[src/rtl/fetch_decode_reg.sv]
// IF/ID pipeline register: captures fetch output, supports stall/flush,
// and presents decode with pre-split fields, SignImm and branch/jump targets.
// Ports: clk, reset (sync, active-high), stall_D, flush_D, instr_F,
// PCPlus4_F in; instr_D, PCPlus4_D, valid_D, field, SignImm and target outputs.
// Optional macro FETCH_DECODE_PERF_EN adds saturating stall_cnt_D/flush_cnt_D.
module fetch_decode_reg #(
  parameter logic [31:0] NOP_INSTR = 32'h0000_0000,
  parameter int          CNT_W     = 16
) (
  input  logic        clk,
  input  logic        reset,
  input  logic        stall_D,
  input  logic        flush_D,
  input  logic [31:0] instr_F,
  input  logic [31:0] PCPlus4_F,
  output logic [31:0] instr_D,
  output logic [31:0] PCPlus4_D,
  output logic        valid_D,
  output logic [5:0]  opcode_D,
  output logic [4:0]  rs_D,
  output logic [4:0]  rt_D,
  output logic [4:0]  rd_D,
  output logic [4:0]  shamt_D,
  output logic [5:0]  funct_D,
  output logic [31:0] SignImm_D,
  output logic [31:0] PCBranch_D,
  output logic [31:0] PCJump_D
`ifdef FETCH_DECODE_PERF_EN
  ,
  output logic [CNT_W-1:0] stall_cnt_D,
  output logic [CNT_W-1:0] flush_cnt_D
`endif
);

  logic [31:0] instr_q;
  logic [31:0] pc4_q;
  logic        valid_q;

  if (CNT_W < 1) begin : g_cnt_w_check
    $error("CNT_W must be at least 1");
  end

  // Stall outranks flush; a flush under stall is dropped, not deferred.
  always_ff @(posedge clk) begin
    if (reset) begin
      instr_q <= NOP_INSTR;
      pc4_q   <= 32'h0;
      valid_q <= 1'b0;
    end else if (stall_D) begin
      instr_q <= instr_q;
      pc4_q   <= pc4_q;
      valid_q <= valid_q;
    end else if (flush_D) begin
      instr_q <= NOP_INSTR;
      pc4_q   <= 32'h0;
      valid_q <= 1'b0;
    end else begin
      instr_q <= instr_F;
      pc4_q   <= PCPlus4_F;
      valid_q <= 1'b1;
    end
  end

  assign instr_D   = instr_q;
  assign PCPlus4_D = pc4_q;
  assign valid_D   = valid_q;
  assign opcode_D  = instr_q[31:26];
  assign rs_D      = instr_q[25:21];
  assign rt_D      = instr_q[20:16];
  assign rd_D      = instr_q[15:11];
  assign shamt_D   = instr_q[10:6];
  assign funct_D   = instr_q[5:0];
  assign SignImm_D = {{16{instr_q[15]}}, instr_q[15:0]};

  // Word offset: SignImm<<2 drops bits 31:30; carry out is discarded.
  assign PCBranch_D = {SignImm_D[29:0], 2'b00} + pc4_q;
  assign PCJump_D   = {pc4_q[31:28], instr_q[25:0], 2'b00};

`ifdef FETCH_DECODE_PERF_EN
  localparam logic [CNT_W-1:0] CNT_MAX = '1;
  localparam logic [CNT_W-1:0] CNT_ONE = {{(CNT_W-1){1'b0}}, 1'b1};

  always_ff @(posedge clk) begin
    if (reset) begin
      stall_cnt_D <= '0;
      flush_cnt_D <= '0;
    end else begin
      if (stall_D && stall_cnt_D != CNT_MAX)
        stall_cnt_D <= stall_cnt_D + CNT_ONE;
      if (flush_D && !stall_D && flush_cnt_D != CNT_MAX)
        flush_cnt_D <= flush_cnt_D + CNT_ONE;
    end
  end
`endif

endmodule

[config.mk]
export PLATFORM = sky130hd
export DESIGN_NAME = fetch_decode_reg
export DESIGN_NICKNAME = d
export VERILOG_FILES = /design/src/rtl/fetch_decode_reg.sv
export SDC_FILE = /design/constraint.sdc
export NUM_CORES = 1
export LEC_CHECK = 0
export ABC_AREA = 1
export CAP_MARGIN = 20
export CORE_ASPECT_RATIO = 1.25
export CORE_MARGIN = 4
export CORE_UTILIZATION = 42
export CTS_BUF_LIST = sky130_fd_sc_hd__clkbuf_4
export DETAILED_ROUTE_END_ITERATION = 10
export HOLD_SLACK_MARGIN = 0.15
export MAX_ROUTING_LAYER = met4
export PLACE_DENSITY = 0.89
export SYNTH_ARGS = -nofsm -noshare
export SYNTH_HDL_FRONTEND = slang
export SYNTH_SLANG_ARGS = --single-unit
[constraint.sdc]
create_clock -name clk -period 3.1 [get_ports clk]
set_input_delay 0.465 -clock clk [delete_from_list [all_inputs] [get_ports clk]]
set_output_delay 0.465 -clock clk [all_outputs]
set_load 0.02 [all_outputs]
### Yosys cells after proc, flatten, opt, wreduce, memory -nomap -nowiden

Index checks and enable logic that the tools add are counted.

* register bits after elaboration: 65
* bits of input ports: 68
* output and inout port bits: 193
* logic and storage cells: 7

* add/sub/neg operators: 1
* mux-type cells: 3

Operator list (number)
* 32-bit two-way mux: 2
* 32-bit adder: 1
* 1-bit two-way mux: 1

### Logic depth before layout (Yosys ltp)

Gate-level depths: netlist of the first run.

* depth in word-level cells: 1
* depth in mapped cells: 12
* mapped depth without buffers: 12

### Least setup slack after synthesis of the first run

Ideal clock, no wire load.

* path type: register to output
* start: reg instr_q[15], in the netlist instr_D[15]
* end: out PCBranch_D[29]
* arrival: 2.260 ns
* data required time: 2.635 ns
* setup slack: 0.375 ns
* cell stages (with the launch flop): 9
* buffers on the path: 0
* cell sequence: dfxtp_1 ha_1 nand2_2 inv_1 a21oi_1 nand2_1 a21oi_1 nand3_1 nand2_1

* cells in the longest elaborated chain, start to end: 1

Ends and longest elaborated chain
* start, declared: line 35 `logic [31:0] instr_q;`
* start signal, assigned: line 50 `instr_q <= instr_q;`
* start signal, assigned: line 58 `instr_q <= instr_F;`
* 32-bit adder: line 76 `assign PCBranch_D = {SignImm_D[29:0], 2'b00} + pc4_q;`
* end, declared: line 26 `output logic [31:0] PCBranch_D,`

Every way passes these cells.

### Final worst setup path of the first run

* start: reg pc4_q[2], in the netlist PCPlus4_D[2]
* end: out PCBranch_D[22]

* cells in the longest elaborated chain, start to end: 1

Ends and longest elaborated chain
* start, declared: line 36 `logic [31:0] pc4_q;`
* start signal, assigned: line 51 `pc4_q <= pc4_q;`
* start signal, assigned: line 59 `pc4_q <= PCPlus4_F;`
* 32-bit adder: line 76

Every way passes these cells.

==> results of run 1 <==
==> layout make-up <==
cell class                      instances  area (sq um)
Inverter                               96           360
Sequential cell                        65          1310
Multi-Input combinational cell        545          2750
Timing Repair Buffer                  270          2650
Tap cell                              164           205
Fill cell                            1068          4680
Antenna cell                            1          2.50
Clock buffer                            9          67.6
Clock inverter                          6          83.8
==> sequential cells by signal (all words and copies together) (netlist names) <==
name	flops
PCPlus4_D	32
instr_D	32
valid_D	1
==> metrics by stage <==
stage          instance area, sq um  std cells  worst slack [ns]
3_5_place_dp                   7250       1140             0.163
6_report                       7430       1156             0.187
5_1_grt                        7430       1156           0.00350
4_1_cts                        7410       1155           0.00298
2_1_floorplan                  5190        825             0.375
3_3_place_gp                   7250       1140             0.251
==> per-layer routing <==
| layer | vias up | wire (um) | part of all wire, % |
|---|---|---|---|
| met2 | 166 | 8560 | 52 |
| met5 | - | 0 | 0 |
| li1 | 2772 | - | - |
| met3 | 22 | 795 | 4.8 |
| met1 | 2463 | 6830 | 41 |
| met4 | 0 | 345 | 2.1 |
==> layout by cell type (no fill, tap or decap), drive strengths merged <==
| cell | netlist | routed |
|---|---|---|
| dlygate4sd2 | 0 | 16 |
| dfxtp | 65 | 65 |
| o21bai | 4 | 4 |
| clkdlybuf4s15 | 0 | 3 |
| a21o | 1 | 1 |
| conb | 1 | 2 |
| ha | 29 | 29 |
| clkbuf | 9 | 10 |
| xor2 | 12 | 12 |
| clkinvlp | 0 | 2 |
| clkdlybuf4s50 | 0 | 232 |
| clkinv | 0 | 2 |
| xnor2 | 4 | 4 |
| o21ai | 2 | 2 |
| nand2 | 323 | 323 |
| a21oi | 84 | 84 |
| nor2 | 45 | 45 |
| fa | 1 | 1 |
| diode | 0 | 1 |
| nand3 | 29 | 29 |
| buf | 110 | 17 |
| dlymetal6s2s | 0 | 1 |
| nand4 | 5 | 5 |
| nor3 | 4 | 4 |
| inv | 96 | 96 |
| bufinv | 0 | 2 |
==> worst paths after layout <==
check	from	end	slack, ns	cells after the start
worst max-delay path	PCPlus4_D[2]	PCBranch_D[22]	0.19	13
worst max register to register	instr_D[1]	instr_D[1]	2.16	3
worst min-delay path	stall_D	PCPlus4_D[30]	0.45	4
worst min register to register	instr_D[26]	instr_D[26]	0.50	2
==> power by group <==
part / leakage, nW / internal, W / switching [W]
sequential: 0.534 / 0.000868 / 0.0000367
clock: 0.0755 / 0.000319 / 0.000311
combinational: 2.86 / 0.000308 / 0.000348
total: 3.47 / 0.00149 / 0.000696
==> critical path, stage by stage (launching register included) <==
cell and delay (ns):
dfxtp_1 0.37, ha_2 0.23, inv_1 0.06, fa_2 0.38
inv_1 0.09, nand3_1 0.07, nand3_1 0.13, nand3_1 0.09
nand2_1 0.15, nand2_1 0.09, nand2_1 0.06, nand2_1 0.04
nand2_1 0.05, clkdlybuf4s15_2 0.25
==> kinds of logic (layout without fill, tap and decap cells) <==
logic type / Yosys count / after routing / synth area share, %
AO/OA/AOI/OAI: 91 / 91 / 9.24
AND/OR/NAND/NOR: 406 / 406 / 32.7
buffers and inverters: 215 / 381 / 22.8
other: 1 / 3 / 0.0723
XOR/XNOR: 16 / 16 / 2.70
flip-flops: 65 / 65 / 25.1
adder cells (fa/ha/maj): 30 / 30 / 7.38
==> what timing repair did <==
item	CTS	global route
gates cloned	0	0
hold buffers	0	0
resized for setup	40	13
buffers inserted	0	0
endpoints found under the setup margin	21	12
==> run summary, run 1 <==
GR Util met1 = 28.5%
Num CTS Buffers = 9
Worst-margin pin slew = 0.877 ns
Detail Placement HPWL = 13,500 um
DR vias = 5,423
Avg Inst Size Synth = 6.30 sq um
CP Data Arrival Time = 2.45 ns
Max Cap Violations = 0
Syn-to-layout area delta = 43.1%
Post-synthesis async set-or-reset flop share = 0%
Clk_lat worst skew = 0.39 ns
Yosys top cell by area = dfxtp_1
Slew headroom = 41.5%
H-tree depth = 3
GRT busiest layer = met2
Pleak = 3.47 nW
Final setup vio count = 0
Grt ovf = 0
YS warnings = 0
Hold slack = 0.449 ns
Final Util = 61.3%
Yosys top cell area share = 25.1%
Clk pin slew, worst setup/hold paths = 0.12 ns
DRT iter0 DRCs = 209
Yosys reg bits = 65
Nets@finish = 1,085
Final min period = 2.91 ns
EDFF count, synth = 0
Cell Rows = 45
Most used flip-flop cell after synthesis = dfxtp_1
Crit Path Max Fanout = 4
Met2 Track Usage GR = 40.4%
CP endpoint kind = output pin
DIE WIDTH = 107 um
First-pass GRT wire length = 26,500 um
Vias in the first global route = 5,234
Sink Count = 65
Share of cells above drive strength 1 = 9.79%
Post-synthesis sequential area ratio = 25.1%
CP Data Required Time = 2.63 ns
DR vias/cell = 4.69
Max VDD drop = 0.244 mV
RSZ-0062 raised after global routing = no
Drt first pass iters = 4
Tcrit/Tclk final = 94.0%
Slew Viols, Final = 0
Fmax = 343 MHz
Synth cell types = 28
Die height = 132 um
Clock Skews = 0 ns
Synthesized area = 5190 sq um
Pwr Density = 295 nW/um^2
Drt drc = 0
Hold Crit Class = input pin to register
Final Hold Vio Count = 0
Post-Syn Instances = 824
CTS root buffer = clkbuf_4
Routability congestion estimate from global placement = 0.968
Io pins = 261
CTS tree = yes
Post-Route WL = 16,500 um
CP Launch Type = register
Largest net degree at the start of global routing = 66
Crit Path Class = register to output pin
Max Buffers Root-to-Sink = 2
Status = complete, no violations
Pwr Total = 0.00219 W
Post-route setup TNS = 0 ns
Starting density of the core = 42.9%
Antenna violations before repair = 1
Post-DR wirelength/cell = 14.3 um
Commonest cells in the netlist = nand2_1, buf_4, inv_1, a21oi_1, dfxtp_1
Ranking of synthesized cells by area = dfxtp_1, nand2_1, buf_4
All-layer global routing usage = 23.8%
Final ANT Viol Nets = 0
Die footprint = 14,200 sq um
Buffers on Ports = 258
Cell with the most instances after synthesis = nand2_1
Core area = 12,100 sq um
Routing usage on met3 = 4.31%
Note: power is estimated with default switching activity, not from simulation.
==> run 2, diff against run 1 <==
Settings changed: GPL_TIMING_DRIVEN set to 0.
==> run 2 against run 1 <==
  * Power is 3.7% higher
  * Count of clock-buffer cells in the layout up 1
  * Global-route usage grew 1.6 points
  * First-iteration DRC count increased by 8.6%
  * Setup slack lost 0.022 ns
  * Routed wire length is 7.2% higher
  * Core utilization grew 6.5 points
  * Register-to-register slack improved by 0.03 ns
  * Combinational power up 9.3%
  * Highest routed layer unchanged
==> run summary, run 2 (synthesis results as in run 1) <==
Status = complete, no violations
DRT iter0 DRCs = 227
DR vias/cell = 4.63
Final ANT Viol Nets = 0
CTS tree = yes
Worst-margin pin slew = 0.550 ns
DR vias = 5,867
CP Launch Point = instr_D[8]
Pleak = 4.07 nW
Fmax = 341 MHz
Post-Route WL = 17,700 um
Final Util = 67.8%
Crit Path Max Fanout = 6
Max Cap Violations = 0
First-pass GRT wire length = 28,400 um
NetSw = 0.000709 W
Routability congestion estimate from global placement = 0.951
Pint = 0.00156 W
Area occupied by multi-input gates = 2750 sq um
Sink Count = 65
Largest net degree at the start of global routing = 21
Clk pin slew, worst setup/hold paths = 0.11 ns
Combinational Power Share = 31.6%
Io pins = 261
Final setup vio count = 0
Hold Path Stages = 2
Sw Ratio = 31.2%
Grt ovf = 0
Die footprint = 14,200 sq um
DP Cell Count = 1,247
Register area = 1330 sq um
Reg2reg end = instr_D[15]
Worst reg2reg setup slack = 2.19 ns
Num CTS Buffers = 9
Final Hold Vio Count = 0
R2R depth = 3
Post-route setup TNS = 0 ns
Non-filler instance count after layout = 1,267
Starting density of the core = 42.9%
Slew headroom = 63.3%
Syn-to-layout area delta = 58.3%
CTS root buffer = clkbuf_4
Clk_lat worst skew = 0.40 ns
DIE WIDTH = 107 um
Share of cells above drive strength 1 = 18.0%
Hold_buf cts = 0
CP endpoint kind = output pin
Buffers on Ports = 257
Die height = 132 um
Vias in the first global route = 6,000
Nets@finish = 1,195
Hold Crit Class = input pin to register
Pwr Total = 0.00227 W
Core area = 12,100 sq um
Final min period = 2.93 ns
Slew Viols, Final = 0
Part of the power in the clock network = 28.2%
CP Data Arrival Time = 2.47 ns
Max Buffers Root-to-Sink = 2
RSZ-0062 raised after global routing = no
Hold Crit Endpoint = valid_D
Hold path startpoint = reset
Detail Placement HPWL = 14,700 um
Drt first pass iters = 5
Tcrit/Tclk final = 94.7%
Cell Rows = 45
Clock Skews = 0 ns
Drt drc = 0
Hold slack = 0.457 ns
Most common cell after layout, fill and taps aside = nand2_1
FILL cells = 996
Max VDD drop = 0.236 mV
Post-DR wirelength/cell = 14.0 um
CP Launch Type = register
All-layer global routing usage = 25.3%
Most frequent cells in the layout = nand2_1, clkdlybuf4s50_1, buf_4
Worst reg2reg startpoint = instr_D[15]
Pwr Density = 277 nW/um^2
Crit Path Class = register to output pin
H-tree depth = 3
Antenna violations before repair = 1
Reg power frac = 40.2%
CP Data Required Time = 2.63 ns
==> run 2: how the worst max path moves through the flow <==
stage | slack, ns | cells after the start | to
finish | 0.17 | 7 | PCBranch_D[12]
floorplan | 0.38 | 8 | PCBranch_D[29]
global placement | -0.41 | 9 | PCBranch_D[29]
global route | 0.009 | 7 | PCBranch_D[12]
detailed placement | -0.14 | 12 | PCBranch_D[18]
CTS | 0.0007 | 10 | PCBranch_D[19]
==> run 2: metal layers <==
layer,global-route usage [%],routed length (um),vias up
met5,-,0,-
met4,8.49,502,0
met3,4.95,959,32
met2,45.7,9410,177
met1,27.5,6860,2675
li1,-,-,2983
==> run 2: area by class of cell <==
type / count / share of cell area (%)
inverter: 96 / 4.39
buffer: 119 / 10.0
clock inverter: 6 / 1.01
sequential: 65 / 16.2
timing repair buffer: 261 / 31.5
tap: 164 / 2.50
multi-input combinational: 545 / 33.4
clock buffer: 10 / 0.914
antenna: 1 / 0.0305
==> run 2: stage by stage <==
stage	instance area (sq um)	worst slack, ns
finish	8210	0.165
global route	8210	0.00900
CTS	8190	0.000745
detailed placement	7990	-0.144
global placement	7970	-0.409
floorplan	5190	0.375
==> run 2: power groups by stage <==
stage | Clock [W] | Combinational [W] | Sequential [W]
after detailed placement | 0 | 0.000727 | 0.000931
after floorplan | 0 | 0.000334 | 0.000957
final | 0.000640 | 0.000718 | 0.000913
after CTS | 0.000654 | 0.000721 | 0.000913
after global routing | 0.000676 | 0.000767 | 0.000919
after global placement | 0 | 0.000715 | 0.000933
==> run 2: critical path: stages, from the launching register on <==
cell	delay, ns
dfxtp_2	0.37
ha_1	0.37
nand2_2	0.15
inv_1	0.07
a21oi_2	0.21
nand3_2	0.14
xor2_1	0.14
clkdlybuf4s50_1	0.62
==> run 2: timing repair <==
| item | CTS | global route |
|---|---|---|
| hold endpoints to repair | 0 | 0 |
| setup endpoints to repair | 23 | 12 |
| buffers inserted | 3 | 0 |
| resized for setup | 49 | 14 |
==> run 3, diff against run 2 <==
Settings changed: SETUP_SLACK_MARGIN set to 0.05.
Clock period 3.1 ns to 2.9 ns, I/O delays scaled along.
==> run 3 against run 2 <==
  * Global-route usage up 0.30 points
  * Flip-flop and latch count is the same
  * Core utilization grew 1.6 points
  * Setup slack got worse by 0.030 ns
  * Cell area grew 2.3%
  * Via count is 1.6% higher
  * Routed wire length increased by 4.0%
  * Hold slack worse by 0.026 ns
  * Combinational power is 9.2% higher
  * Non-clock buffer count increased by 5
  * Sequential power increased by 6.9%
  * Largest power group unchanged
  * Highest routed layer unchanged
==> run summary, run 3 (synthesis results as in run 1) <==
FILL cells = 943
Die footprint = 14,200 sq um
H-tree depth = 3
Most frequent cells in the layout = nand2_1, clkdlybuf4s50_1, buf_4
Post-DR wirelength/cell = 14.5 um
CP endpoint kind = output pin
Worst-margin pin slew = 0.551 ns
Hold Crit Class = input pin to register
Io pins = 261
DR vias = 5,963
Final setup vio count = 0
Area occupied by multi-input gates = 2940 sq um
Antenna violations before repair = 1
Clk pin slew, worst setup/hold paths = 0.11 ns
Routability congestion estimate from global placement = 0.951
Final min period = 2.76 ns
RSZ-0062 raised after global routing = yes
Grt ovf = 0
Core area = 12,100 sq um
Detail Placement HPWL = 14,700 um
CP Data Arrival Time = 2.33 ns
Final Hold Vio Count = 0
Cell Rows = 45
Non-filler instance count after layout = 1,272
Max Cap Violations = 0
Clock Skews = 0 ns
Die height = 132 um
Post-Route WL = 18,400 um
CTS tree = yes
Fmax = 362 MHz
First-pass GRT wire length = 28,700 um
CP Data Required Time = 2.47 ns
Crit Path Max Fanout = 3
Most common cell after layout, fill and taps aside = nand2_1
Max VDD drop = 0.257 mV
Slew Viols, Final = 0
Tcrit/Tclk final = 95.3%
Starting density of the core = 42.9%
Clk_lat worst skew = 0.40 ns
Buffers on Ports = 257
Register area = 1340 sq um
Drt first pass iters = 5
Hold_buf cts = 0
All-layer global routing usage = 25.7%
CP Launch Type = register
Status = complete, no violations
Syn-to-layout area delta = 62.0%
Crit path max-delay cell type = clkdlybuf4s50_1
Buffers plus inverters on the worst setup path = 3
Sink Count = 65
Share of cells above drive strength 1 = 22.4%
Crit Path Class = register to output pin
Pwr Density = 291 nW/um^2
Drt drc = 0
Cell family with most CP delay = buffers and inverters
Num CTS Buffers = 9
Nets@finish = 1,200
Largest net degree at the start of global routing = 21
DP Cell Count = 1,247
Critical-path cell list = ha_4, inv_1, fa_2, buf_4, xnor2_1, clkdlybuf4s50_1
Slew headroom = 63.3%
DIE WIDTH = 107 um
DR vias/cell = 4.69
DRT iter0 DRCs = 215
Worst path max stage delay = 0.63 ns
Final ANT Viol Nets = 0
Max Buffers Root-to-Sink = 2
Pwr Total = 0.00244 W
Pleak = 3.97 nW
CTS root buffer = clkbuf_4
Vias in the first global route = 6,044
-- run 3: cell types whose count changed in the layout (fill, tap and decap cells not counted), moves of 7 or more --
cell,previous run,this run
ha_1,24,7
ha_4,1,11
dlygate4sd2_1,15,6
clkbuf_2,2,9
ha_2,4,11
-- run 3: metrics by stage --
| stage | setup WS [ns] | TNS, ns | util, % | hold slack (ns) | instance area [sq um] |
|---|---|---|---|---|---|
| final | 0.135 | 0 | 69.4 | 0.431 | 8400 |
| after global routing | -0.0131 | -0.0131 | 69.4 | 0.425 | 8400 |
| after CTS | 0.00377 | 0 | 68.0 | 0.375 | 8240 |
| after detailed placement | -0.314 | -2.57 | 66.0 | 0.479 | 7990 |
| after global placement | -0.579 | -7.30 | 65.8 | 0.470 | 7970 |
| after floorplan | 0.205 | 0 | - | 0.553 | 5190 |
-- run 3: layout make-up --
cell class                      count  area share, %
Tap cell                          164           2.44
Buffer                            119           9.80
Clock inverter                      6          0.983
Sequential cell                    65           15.9
Antenna cell                        1         0.0298
Multi-Input combinational cell    545           34.9
Timing Repair Buffer              266           30.7
Clock buffer                       10          0.893
Inverter                           96           4.29
-- run 3: what timing repair did --
action	in CTS	in global routing
setup endpoints to repair	28	20
pin swaps	0	4
resized for setup	79	70
buffers inserted	3	5
-- run 3: routing by layer --
layer / routed length [um] / up-vias / GRT usage (%)
met2: 9900 / 191 / 46.4
met1: 7190 / 2738 / 27.9
met3: 921 / 35 / 4.65
met4: 437 / 0 / 8.63
met5: 0 / - / -
li1: - / 2999 / -
-- run 3: path summary, 6_finish.rpt --
check	cells after the start	slack (ns)	endpoint	start
min	2	0.43	valid_D	reset
min reg2reg	2	0.50	instr_D[30]	instr_D[30]
max	6	0.14	PCBranch_D[4]	instr_D[0]
max reg2reg	3	1.97	instr_D[15]	instr_D[15]
-- run 3: power breakdown --
group / total, W / internal [W] / switching (W)
Sequential: 0.000976 / 0.000925 / 0.0000511
Combinational: 0.000784 / 0.000396 / 0.000388
Clock: 0.000684 / 0.000355 / 0.000329
